==> src/rtl/comet_ii_state_sequencer_pkg.sv <==
// Shared types and constants for the COMET II state sequencer.
package comet_ii_pkg;

    typedef enum logic [2:0] {
        S_IDLE  = 3'b000,
        S_INIT  = 3'b001,
        S_IFET1 = 3'b010,
        S_IFET2 = 3'b011,
        S_EXEC  = 3'b100,
        S_WBACK = 3'b101
    } state_t;

    localparam logic [7:0] OP_NOP  = 8'h00;
    localparam logic [7:0] OP_LD   = 8'h10;
    localparam logic [7:0] OP_ST   = 8'h11;
    localparam logic [7:0] OP_LAD  = 8'h12;
    localparam logic [7:0] OP_LDR  = 8'h14;
    localparam logic [7:0] OP_PUSH = 8'h70;
    localparam logic [7:0] OP_POP  = 8'h71;
    localparam logic [7:0] OP_CALL = 8'h80;
    localparam logic [7:0] OP_RET  = 8'h81;
    localparam logic [7:0] OP_SVC  = 8'hF0;

endpackage

==> src/rtl/comet_ii_state_sequencer_if.sv <==
// Sequencer-to-datapath/memory signal bundle.
interface comet_ii_state_sequencer_if;
    logic       start;
    logic [7:0] op_code;
    logic       mem_ack;
    logic [2:0] state;
    logic       mem_req;
    logic       mem_we;
    logic       ir_load;
    logic       adr_load;
    logic       adr_en;
    logic       halt;
    logic       bus_err;

    modport master (
        input  start, op_code, mem_ack,
        output state, mem_req, mem_we, ir_load, adr_load, adr_en, halt, bus_err
    );

    modport slave (
        output start, op_code, mem_ack,
        input  state, mem_req, mem_we, ir_load, adr_load, adr_en, halt, bus_err
    );
endinterface

==> src/rtl/comet_ii_state_sequencer_op_class.sv <==
// Combinational opcode classifier: instruction length and EXEC memory access kind.
module comet_ii_op_class
    import comet_ii_pkg::*;
(
    input  logic [7:0] op_code_i,
    output logic       adr_en_o,
    output logic       exec_rd_o,
    output logic       exec_wr_o,
    output logic       is_svc_o
);
    logic [3:0] grp;
    logic       grp_alu;

    assign grp     = op_code_i[7:4];
    assign grp_alu = (grp >= 4'h1) && (grp <= 4'h4);

    always_comb begin
        adr_en_o = 1'b0;
        if ((grp >= 4'h1) && (grp <= 4'h5))
            adr_en_o = ~op_code_i[2];
        else if (grp == 4'h6)
            adr_en_o = 1'b1;
        else if ((op_code_i == OP_PUSH) || (op_code_i == OP_CALL) || (op_code_i == OP_SVC))
            adr_en_o = 1'b1;
    end

    assign exec_wr_o = (op_code_i == OP_ST) || (op_code_i == OP_PUSH) || (op_code_i == OP_CALL);
    // ST is a two-word group-1 op but writes, so it is excluded from the read set.
    assign exec_rd_o = (grp_alu && ~op_code_i[2] && (op_code_i != OP_LAD) && (op_code_i != OP_ST))
                     || (op_code_i == OP_POP) || (op_code_i == OP_RET);
    assign is_svc_o  = (op_code_i == OP_SVC);
endmodule

==> src/rtl/comet_ii_state_sequencer.sv <==
// COMET II fetch/execute state sequencer. Optional bus-wait timeout under
// macro COMET_II_BUS_TIMEOUT_EN.
module comet_ii_state_sequencer
    import comet_ii_pkg::*;
#(
    parameter int unsigned TIMEOUT_CYCLES = 255
) (
    input  logic clk,
    input  logic rst,
    comet_ii_state_sequencer_if.master bus
);
    state_t state_q, state_d;
    logic   halt_q, halt_d;
    logic   adr_en, exec_rd, exec_wr, is_svc;
    logic   mem_req, mem_we, ir_load, adr_load;
    logic   tmo;

    comet_ii_op_class u_op_class (
        .op_code_i (bus.op_code),
        .adr_en_o  (adr_en),
        .exec_rd_o (exec_rd),
        .exec_wr_o (exec_wr),
        .is_svc_o  (is_svc)
    );

    // Requests decode from registered state so reset drops them without a clock.
    always_comb begin
        mem_req = 1'b0;
        mem_we  = 1'b0;
        unique case (state_q)
            S_IFET1: mem_req = 1'b1;
            S_IFET2: mem_req = adr_en;
            S_EXEC: begin
                mem_req = exec_rd | exec_wr;
                mem_we  = exec_wr;
            end
            default: ;
        endcase
    end

`ifdef COMET_II_BUS_TIMEOUT_EN
    logic [15:0] tmo_cnt_q, tmo_cnt_d;
    logic        bus_err_q, bus_err_d;

    assign tmo_cnt_d = (mem_req && !bus.mem_ack) ? tmo_cnt_q + 16'd1 : 16'd0;
    assign tmo       = mem_req && !bus.mem_ack && (tmo_cnt_q == 16'(TIMEOUT_CYCLES - 1));

    always_comb begin
        bus_err_d = bus_err_q;
        if (tmo)
            bus_err_d = 1'b1;
        else if ((state_q == S_IDLE) && bus.start)
            bus_err_d = 1'b0;
    end

    always_ff @(posedge clk or posedge rst) begin
        if (rst) begin
            tmo_cnt_q <= 16'd0;
            bus_err_q <= 1'b0;
        end else begin
            tmo_cnt_q <= tmo_cnt_d;
            bus_err_q <= bus_err_d;
        end
    end

    assign bus.bus_err = bus_err_q;
`else
    assign tmo         = 1'b0;
    assign bus.bus_err = 1'b0;
`endif

    always_comb begin
        state_d  = state_q;
        halt_d   = halt_q;
        ir_load  = 1'b0;
        adr_load = 1'b0;
        unique case (state_q)
            S_IDLE: if (bus.start) begin
                state_d = S_INIT;
                halt_d  = 1'b0;
            end
            S_INIT: state_d = S_IFET1;
            S_IFET1: if (bus.mem_ack) begin
                ir_load = 1'b1;
                state_d = S_IFET2;
            end
            S_IFET2: begin
                if (!adr_en) begin
                    state_d = S_EXEC;
                end else if (bus.mem_ack) begin
                    adr_load = 1'b1;
                    state_d  = S_EXEC;
                end
            end
            S_EXEC: if (!mem_req || bus.mem_ack) state_d = S_WBACK;
            S_WBACK: begin
                if (is_svc) begin
                    state_d = S_IDLE;
                    halt_d  = 1'b1;
                end else begin
                    state_d = S_IFET1;
                end
            end
            default: state_d = S_IDLE;
        endcase
        if (tmo) state_d = S_IDLE;
    end

    always_ff @(posedge clk or posedge rst) begin
        if (rst) begin
            state_q <= S_IDLE;
            halt_q  <= 1'b0;
        end else begin
            state_q <= state_d;
            halt_q  <= halt_d;
        end
    end

    assign bus.state    = state_q;
    assign bus.mem_req  = mem_req;
    assign bus.mem_we   = mem_we;
    assign bus.ir_load  = ir_load;
    assign bus.adr_load = adr_load;
    assign bus.adr_en   = adr_en;
    assign bus.halt     = halt_q;
endmodule

==> src/flat_wrapper.sv <==
// flat-port wrapper written by rule: the top's interface ports become plain ports
module comet_ii_state_sequencer_flat import comet_ii_pkg::*;
#(
    parameter int unsigned TIMEOUT_CYCLES = 255
)
  (clk, rst, bus_start, bus_op_code, bus_mem_ack, bus_state, bus_mem_req, bus_mem_we, bus_ir_load, bus_adr_load, bus_adr_en, bus_halt, bus_bus_err);
  comet_ii_state_sequencer_if bus_i ();
  input  logic clk;
  input  logic rst;
  input wire logic [$bits(bus_i.start)-1:0] bus_start;
  input wire logic [$bits(bus_i.op_code)-1:0] bus_op_code;
  input wire logic [$bits(bus_i.mem_ack)-1:0] bus_mem_ack;
  output wire logic [$bits(bus_i.state)-1:0] bus_state;
  output wire logic [$bits(bus_i.mem_req)-1:0] bus_mem_req;
  output wire logic [$bits(bus_i.mem_we)-1:0] bus_mem_we;
  output wire logic [$bits(bus_i.ir_load)-1:0] bus_ir_load;
  output wire logic [$bits(bus_i.adr_load)-1:0] bus_adr_load;
  output wire logic [$bits(bus_i.adr_en)-1:0] bus_adr_en;
  output wire logic [$bits(bus_i.halt)-1:0] bus_halt;
  output wire logic [$bits(bus_i.bus_err)-1:0] bus_bus_err;
  assign bus_i.start = bus_start;
  assign bus_i.op_code = bus_op_code;
  assign bus_i.mem_ack = bus_mem_ack;
  assign bus_state = bus_i.state;
  assign bus_mem_req = bus_i.mem_req;
  assign bus_mem_we = bus_i.mem_we;
  assign bus_ir_load = bus_i.ir_load;
  assign bus_adr_load = bus_i.adr_load;
  assign bus_adr_en = bus_i.adr_en;
  assign bus_halt = bus_i.halt;
  assign bus_bus_err = bus_i.bus_err;
  comet_ii_state_sequencer #(.TIMEOUT_CYCLES(TIMEOUT_CYCLES)) u_core (.clk(clk), .rst(rst), .bus(bus_i));
endmodule
==> config.mk <==
export PLATFORM = sky130hd
export DESIGN_NAME = comet_ii_state_sequencer_flat
export DESIGN_NICKNAME = d
export VERILOG_FILES = /design/src/rtl/comet_ii_state_sequencer_pkg.sv /design/src/rtl/comet_ii_state_sequencer_if.sv /design/src/rtl/comet_ii_state_sequencer_op_class.sv /design/src/rtl/comet_ii_state_sequencer.sv /design/src/flat_wrapper.sv
export SDC_FILE = /design/constraint.sdc
export NUM_CORES = 1
export LEC_CHECK = 0
export CAP_MARGIN = 25
export CORE_AREA = 5 5 42 44
export DETAILED_ROUTE_END_ITERATION = 10
export DIE_AREA = 0 0 47 49
export GPL_ROUTABILITY_DRIVEN = 0
export PLACE_DENSITY_LB_ADDON = 0.3
export SYNTH_ARGS = -nofsm -noshare
export SYNTH_HDL_FRONTEND = slang
export SYNTH_HIERARCHICAL = 1
export SYNTH_SLANG_ARGS = --single-unit
export TNS_END_PERCENT = 50
==> constraint.sdc <==
create_clock -name clk -period 3.1 [get_ports clk]
set_input_delay 0.775 -clock clk [delete_from_list [all_inputs] [get_ports clk]]
set_output_delay 0.775 -clock clk [all_outputs]
set_load 0.005 [all_outputs]
Word level (Yosys, flattened, before mapping)
Index checks and enable logic that the tools add are counted.
Widths: inputs -> output; s select.
{"block": "classes", "order_cmp": 3, "n_eq_ne": 19, "mux": 19, "n_bitwise": 2, "reduce_logical": 17}
{"op": "$eq 8x8->1 const B", "count": 3}
{"op": "$pmux 3 s6", "count": 1}
{"op": "$eq 8x7->1 const B", "count": 2}
{"op": "$ne 8x5->1 const B", "count": 2}
{"op": "$mux 3", "count": 5}
{"op": "$mux 1", "count": 10}
{"op": "$eq 8x5->1 const B", "count": 1}
{"op": "$le 4x3->1 const B", "count": 2}
{"op": "$logic_or 1x1->1", "count": 7}
{"op": "$eq 3x2->1 const B", "count": 2}
{"op": "$eq 3x3->1 const B", "count": 2}
{"op": "$logic_and 1x1->1", "count": 5}
{"op": "$eq 4x3->1 const B", "count": 1}
{"op": "$ge 4x1->1 const B", "count": 1}
{"op": "$ne 2x1->1 const B", "count": 2}
{"op": "$ne 2x2->1 const B", "count": 2}
{"op": "$reduce_and 4->1", "count": 1}
{"op": "$eq 3x1->1 const B", "count": 1}
{"op": "$logic_not 3->1", "count": 1}
{"op": "$ne 3x3->1 const B", "count": 1}
{"op": "$pmux 1 s3", "count": 1}
{"op": "$reduce_and 3->1", "count": 1}
{"op": "$mux 2", "count": 1}
{"op": "$pmux 1 s2", "count": 1}
{"op": "other kinds (4)", "count": 4}
{"block": "totals", "regBits": 4, "inputBits": 12, "output_inout_bits": 10, "wordCells": 62}

Depth between registers and ports, before layout
Gate-level depths: netlist of the first run.
{"block": "depth", "ltp_word": 13, "ltp_mapped": 7, "ltp_nobuf": 6}

Modules after synthesis
Netlist of the first run, hierarchy kept.
{"mod": "comet_ii_state_sequencer", "n_inst": 1, "cells_each": 35, "area_per_inst_um2": 305.3, "seq_area_each_um2": 100.1}
{"mod": "comet_ii_op_class", "n_inst": 1, "cells_each": 29, "area_per_inst_um2": 198.9, "seq_area_each_um2": 0.0}

Worst setup path before layout of the first run
No wires, ideal clock.
{"block": "synth_path", "path_type": "input-to-output", "start": "input port bus_op_code[6]", "end": "output port bus_mem_req", "arrival_time_ps": 2001, "required_time_ps": 2325, "slack_ps": 324, "path_stages": 6, "n_path_buf": 1, "path_cell_list": "buf_2 or4b_4 nor4_2 o21ai_1 o21ai_0 o31ai_1"}
{"block": "synth_via", "elab_chain_cells": 9, "word_cells_on_any_way": 28, "cone_classes": "3 x order compare; 9 x eq/ne; 4 x mux; 1 x bitwise; 11 x reduce/logical"}
{"element": "start, declared", "line_no": "flat_wrapper.sv:11", "text": "input wire logic [$bits(bus_i.op_code)-1:0] bus_op_code;"}
{"element": "$ge 4x1->1 or $le 4x3->1 (tied branches)", "line_no": "comet_ii_state_sequencer_op_class.sv:15", "text": "assign grp_alu = (grp >= 4'h1) && (grp <= 4'h4);"}
{"element": "$logic_and 1x1->1", "line_no": "comet_ii_state_sequencer_op_class.sv:15"}
{"element": "$logic_and 1x1->1 (3 in a row)", "line_no": "comet_ii_state_sequencer_op_class.sv:29", "text": "assign exec_rd_o = (grp_alu && ~op_code_i[2] && (op_code_i != OP_LAD) && (op_code_i != OP_ST))"}
{"element": "$logic_or 1x1->1", "line_no": "comet_ii_state_sequencer_op_class.sv:30", "text": "|| (op_code_i == OP_POP) || (op_code_i == OP_RET);"}
{"element": "$logic_or 1x1->1 *", "line_no": "comet_ii_state_sequencer_op_class.sv:30"}
{"element": "via u_core.exec_rd", "line_no": "comet_ii_state_sequencer.sv:14", "text": "logic adr_en, exec_rd, exec_wr, is_svc;"}
{"element": "$or 1x1->1 *", "line_no": "comet_ii_state_sequencer.sv:34", "text": "mem_req = exec_rd | exec_wr;"}
{"element": "$pmux 1 s3 *", "line_no": "comet_ii_state_sequencer.sv:30", "text": "unique case (state_q)"}
{"element": "end, declared", "line_no": "flat_wrapper.sv:14", "text": "output wire logic [$bits(bus_i.mem_req)-1:0] bus_mem_req;"}
The timed path passes the listed nets; every way through them passes the cells marked *.

Final worst setup path of the first run
Ends and elaborated chain as after synthesis.

==> results of run 1 <==
## path summary, 6_finish.rpt
check | from | to | slack, ps | cells past startpoint
setup / recovery | bus_op_code[6] | bus_mem_req | 60 | 7
hold / removal | u_core/bus.halt | u_core/bus.halt | 530 | 1
setup reg to reg | u_core/bus.state[0] | u_core/bus.state[1] | 1610 | 3
hold reg to reg | u_core/bus.halt | u_core/bus.halt | 530 | 1
max in group asynchronous | rst | u_core/bus.state[1] | 2230 | 2
min in group asynchronous | rst | u_core/bus.halt | 720 | 2
## timing repair
action / in CTS / in global routing
pin swaps: 7 / 7
buffers inserted: 2 / 0
gates resized for setup: 23 / 2
setup endpoints to repair: 4 / 3
## sequential cells by signal, summed over array words and instances, names as in the netlist
signal and count:
u_core/bus.state 3, u_core/bus.halt 1
## area by class of cell
cell class | count | area [µm²] | share of cell area [%]
clock buffers | 3 | 22.5 | 2.71
well taps | 16 | 20.0 | 2.41
multi-input cells | 53 | 383 | 46.2
repair buffers | 34 | 293 | 35.3
inverters | 3 | 11.3 | 1.36
flip-flops and latches | 4 | 100 | 12.1
## metal layers
| metal | GRT usage (%) | vias to the layer above |
|---|---|---|
| met5 | 0 | - |
| met4 | 6.91 | 0 |
| met3 | 1.11 | 0 |
| met2 | 22.6 | 16 |
| met1 | 13.0 | 283 |
| li1 | - | 310 |
## through the flow
stage / hold slack, ps / cell area, µm² / TNS, ps / std cells / util (%)
after detailed placement: 517 / 783 / -1850 / 108 / 55.9
after global routing: 571 / 830 / -25.5 / 113 / 59.2
final: 531 / 830 / 0 / 113 / 59.2
after global placement: 520 / 783 / -1810 / 108 / 55.9
after CTS: 528 / 832 / 0 / 113 / 59.4
after floorplan: 515 / 504 / 0 / 64 / -
## logic make-up (layout without fill, tap and decap cells)
| kind of cell | count (synthesis) | in the layout | share of synthesized area, % |
|---|---|---|---|
| simple gates | 35 | 35 | 43.7 |
| other cells | 1 | 1 | 0.744 |
| mux | 1 | 1 | 1.99 |
| compound gates | 15 | 15 | 23.6 |
| buf+inv | 7 | 40 | 8.43 |
| flops | 4 | 4 | 19.9 |
| xor+xnor | 1 | 1 | 1.74 |
## placed cells by master (no fill, tap or decap), drive strengths merged, types with 2 or more instances in the layout
cell type      instances
nor2                   6
o31ai                  2
nand3                  2
clkdlybuf4s50          8
dfrtp                  4
dlygate4sd2            8
nor3                   3
o21ai                  3
nor4b                  2
inv                    3
clkbuf                 4
a31oi                  2
buf                   15
nand2                  7
nor4                   3
or2b                   2
## critical path, delay by kind of cell
family / cells / cell delay (ps)
simple gates: 2 / 760
buf+inv: 2 / 410
compound gates: 3 / 320
## power groups by stage
stage	Clock, µW	Sequential, µW	Combinational, µW
floorplan	0	107	157
global placement	0	125	268
detailed placement	0	125	270
CTS	68.5	125	263
global route	71.4	134	286
finish	64.1	126	262
==> results by group, run 1 <==
Cells and area
  – Layout fillers: 134
  – Layout Nets: 111
  – Layout cells sized above 1: 32.0%
  – Syn-to-layout area delta: 64.5%
  – # diodes: 0

Synthesis
  – Synth Register Bits: 4
  – Post-synth EDFFs: 0
  – Dominant synthesized flop cell: dfrtp_1
  – Synth unique cells: 39
  – Mapped Cells: 64
  – Sequential element share of the synthesized area: 19.9%
  – Synthesized net count: 76
  – Synth top area share: 19.9%
  – YS warnings: 6
  – Mapped cell area: 504 µm²
  – Ys async rst share: 100%
  – Main area contributors after synthesis: dfrtp_1 20%, nand2_1 5.2%, nor2_1 3.7%
  – Top-count cell post-synth: nand2_1
  – Post-synth top cells: 7 x nand2_1, 5 x nor2_1, 4 x dfrtp_1
  – Syn avg cell area: 7.88 µm²
  – Post-synth top area cell: dfrtp_1

Worst setup path
  – Req. time, crit path: 2320 ps
  – Critical Path Fanout Max: 5
  – Worst EP arrival: 2260 ps
  – Max stage delay on crit path: 530 ps
  – Setup crit end kind: output port
  – CP max stage cell: or4b_4
  – Cell mode on critical path: o21ai_1
  – CP Cell Sequence: dlygate4sd2_1 > or4b_4 > nor4_2 > o21ai_1 > o21ai_1 > o31ai_1 > buf_2
  – CP startpoint kind: input port
  – Critical path class: in -> out

Placed design
  – HPWL Detailed: 1090 µm
  – Port bufs: 20
  – Setup WS pre-CTS: -599 ps

Clock network
  – CTS root buffer: clkbuf_4
  – Inserted Clock Buffers: 3
  – Reg clk slew, reported paths: 40 ps
  – H-tree levels: 1
  – Hold buffers post-CTS: 0
  – CTS max path bufs: 2
  – Sink Count: 4
  – TritonCTS clock tree: done
  – Clock latency on the worst-skew pair: 230 ps

Drt
  – Total vias in the final route: 609
  – WL met1: 571 µm
  – Via density: 5.39
  – DRT Pass-1 Iters: 4
  – Number of nets with antenna violations after routing: 0
  – WL met2: 761 µm
  – Highest metal used: met3
  – Detailed Route Iter0 Violations: 14
  – DRC: 0
  – Routed len/inst: 12.5 µm
  – Met3 WL post-DR: 74 µm
  – Detailed Route WL: 1410 µm

STA
  – Final setup fails: 0
  – F_max: 329 MHz
  – Final Slew Violations: 0
  – RSZ-0062 raised after global routing: true
  – Endpoints failing hold: 0
  – Worst Skew: 0.736 ps
  – Fin crit period: 3040 ps
  – Setup WS post-layout: 64.2 ps
  – Post-route clock period utilization: 97.9%

Global routing
  – Global-route wire length before repair: 2170 µm
  – Vias in the first global route: 566
  – Gr ovfl total: 0
  – Initial antenna violation count: 0
  – Total GRT Usage: 12.5%
  – Largest net degree at the start of global routing: 14

Status
  – Outcome: complete, no violations

Floorplan
  – Starting Density: 36.0%
  – Die Area: 0.00230 mm²
  – Die width: 47 µm
  – Die H: 49 µm
  – Core area: 0.00140 mm²
  – FP Rows: 14
  – IO Pins: 22

Power
  – Clock power share: 14.2%
  – Power density over the cells: 545 mW/mm²
  – Register share of total power: 27.9%
  – Sw frac: 38.4%
  – Maximum vdd ir drop: 0.211 mV
  – LEAKAGE: 0.000364 µW
  – Total power: 452 µW
  – Combinational Power Share: 57.9%
  – Cell-internal power: 278 µW
  – Psw: 173 µW

Run
  – Max Cap Violations: 0

Min path
  – HP Class: reg -> reg
(Power assumes the default switching activity.)
==> inputs of run 2 (changes only) <==
--- a/config.mk
+++ b/config.mk
@@ -15,4 +15,4 @@
 export SYNTH_HDL_FRONTEND = slang
 export SYNTH_HIERARCHICAL = 1
 export SYNTH_SLANG_ARGS = --single-unit
-export TNS_END_PERCENT = 50
+export TNS_END_PERCENT = 20
==> results by group, run 2 (synthesized netlist as in run 1, its figures left out) <==
Clock network
  – H-tree levels: 1 (unchanged)
  – Clock latency on the worst-skew pair: 230 ps (about the same)
  – Sink Count: 4 (unchanged)
  – Inserted Clock Buffers: 3 (unchanged)
  – TritonCTS clock tree: done
  – CTS root buffer: clkbuf_4
  – CTS max path bufs: 2 (unchanged)
  – Hold buffers post-CTS: 0 (unchanged)
  – Reg clk slew, reported paths: 40 ps (about the same)

Global routing
  – Global-route wire length before repair: 2170 µm (unchanged)
  – Initial antenna violation count: 0 (unchanged)
  – Total GRT Usage: 12.5% (unchanged)
  – Gr ovfl total: 0 (unchanged)
  – Largest net degree at the start of global routing: 14 (unchanged)
  – Vias in the first global route: 566 (unchanged)

STA
  – Worst Skew: 2.80 ps (+2.07 ps)
  – RSZ-0062 raised after global routing: true
  – Fin crit period: 3040 ps (+1.68 ps)
  – Setup TNS: 0 ps (unchanged)
  – Final Slew Violations: 0 (unchanged)
  – Post-route clock period utilization: 98.0% (about the same)
  – Final setup fails: 0 (unchanged)
  – F_max: 329 MHz (about the same)
  – Endpoints failing hold: 0 (unchanged)

Floorplan
  – IO Pins: 22 (unchanged)
  – Core area: 0.00140 mm² (unchanged)
  – Starting Density: 36.0% (unchanged)
  – Die width: 47 µm (unchanged)
  – Die Area: 0.00230 mm² (unchanged)
  – FP Rows: 14 (unchanged)
  – Die H: 49 µm (unchanged)

Worst setup path
  – CP startpoint kind: input port
  – Worst Reg-to-Reg Cells: 5 (+2)
  – Reg2Reg Launch Point: u_core/bus.state[2]
  – CP Cell Sequence: dlygate4sd2_1 > or4b_4 > nor4_2 > o21ai_1 > o21ai_1 > o31ai_1 > buf_2
  – RR Endpoint: u_core/bus.state[0]
  – CP startpoint: bus_op_code[6]
  – CP Buf/Inv Count: 2 (unchanged)
  – Crit path max-delay family: simple AND/OR/NAND/NOR gates
  – CP max stage cell: or4b_4
  – Critical Path Fanout Max: 5 (unchanged)
  – CP Depth: 7 (unchanged)
  – Critical Path End: bus_mem_req
  – Setup crit end kind: output port
  – Req. time, crit path: 2320 ps (about the same)
  – Max stage delay on crit path: 530 ps (about the same)
  – R2R setup slack: 1590 ps (-20 ps)
  – Critical path class: in -> out
  – Worst EP arrival: 2260 ps (about the same)
  – Cell mode on critical path: o21ai_1

Placed design
  – Placed Cells: 108 (unchanged)
  – Port bufs: 20 (unchanged)
  – HPWL Detailed: 1090 µm (unchanged)

Drt
  – Via density: 5.37 (-0.39%)
  – Total vias in the final route: 612 (+0.49%)
  – DRC: 0 (unchanged)
  – Detailed Route Iter0 Violations: 6 (-8)
  – Detailed Route WL: 1390 µm (-1.4%)
  – Routed len/inst: 12.2 µm (-2.3%)
  – Number of nets with antenna violations after routing: 0 (unchanged)
  – DRT Pass-1 Iters: 4 (unchanged)

Status
  – Outcome: complete, no violations

Power
  – Combinational Power Share: 58.4% (+0.5 points)
  – Total power: 450 µW (-0.42%)
  – Clock power share: 13.8% (-0.4 points)
  – Sw frac: 37.8% (-0.57 points)
  – Maximum vdd ir drop: 0.260 mV (+23%)
  – LEAKAGE: 0.000368 µW (+1.1%)
  – Register share of total power: 27.7% (-0.2 points)
  – Power density over the cells: 537 mW/mm² (-1.3%)
  – Psw: 170 µW (-1.9%)
  – Cell-internal power: 280 µW (+0.51%)

Cells and area
  – Final cell count without fillers: 114 (+0.88%)
  – # diodes: 0 (unchanged)
  – Max reg flops: 3 (unchanged)
  – Most common cell after layout, fill and taps aside: buf_4
  – Layout cells sized above 1: 32.7% (+0.69 points)
  – Commonest non-fill, non-tap cells in the layout: 14 x buf_4, 8 x dlygate4sd2_1, 8 x clkdlybuf4s50_1, 7 x nand2_1, 5 x nor2_1
  – Syn-to-layout area delta: 66.0%
  – Layout Nets: 112 (+0.90%)

Min path
  – HP Class: reg -> reg
  – Hold wc startpoint: u_core/bus.halt

Run
  – Max Cap Violations: 0 (unchanged)
[run 2: power by group through the flow]
| stage | combinational [µW] | sequential, µW | clock, µW |
|---|---|---|---|
| 2_1_floorplan | 157 | 107 | 0 |
| 3_3_place_gp | 268 | 125 | 0 |
| 3_5_place_dp | 270 | 125 | 0 |
| 4_1_cts | 263 | 125 | 68.5 |
| 5_1_grt | 288 | 134 | 68.0 |
| 6_report | 263 | 125 | 62.2 |
[run 2: layer usage]
layer  vias to the layer above  global-route usage (%)  share of wire (%)
li1                        313                       -                  -
met1                       277                    13.0                 40
met2                        22                    22.6                 53
met3                         0                    1.11                6.2
met4                         0                    6.91                  0
met5                         -                       0                  0
[run 2: timing repair]
action	in CTS	in global routing
buffers inserted	2	1
endpoints found under the setup margin	4	3
resized for setup	23	2
cloned	0	0
pin swaps	6	7
hold endpoints to repair	0	0
[run 2: cell type report]
cell class	count	area, µm²
fillers	130	564
multi-input cells	53	383
repair buffers	35	300
flip-flops and latches	4	100
clock buffers	3	22.5
well taps	16	20.0
inverters	3	11.3
[run 2: through the flow]
| stage | hold slack (ps) | utilization [%] | cell area, µm² | worst slack, ps |
|---|---|---|---|---|
| 2_1_floorplan | 515 | - | 504 | 324 |
| 3_3_place_gp | 520 | 55.9 | 783 | -564 |
| 3_5_place_dp | 517 | 55.9 | 783 | -599 |
| 4_1_cts | 528 | 59.4 | 832 | 10.5 |
| 5_1_grt | 571 | 59.7 | 837 | -14.1 |
| 6_report | 531 | 59.7 | 837 | 62.5 |
[run 2: how the worst min path moves through the flow]
stage | slack [ps] | end | depth (start not counted)
6_report | 530 | u_core/bus.halt | 1
5_1_grt | 570 | u_core/bus.halt | 1
4_1_cts | 530 | u_core/bus.halt | 1
3_5_place_dp | 520 | u_core/bus.halt | 1
3_3_place_gp | 520 | u_core/bus.halt | 1
2_1_floorplan | 510 | u_core/bus.halt | 1
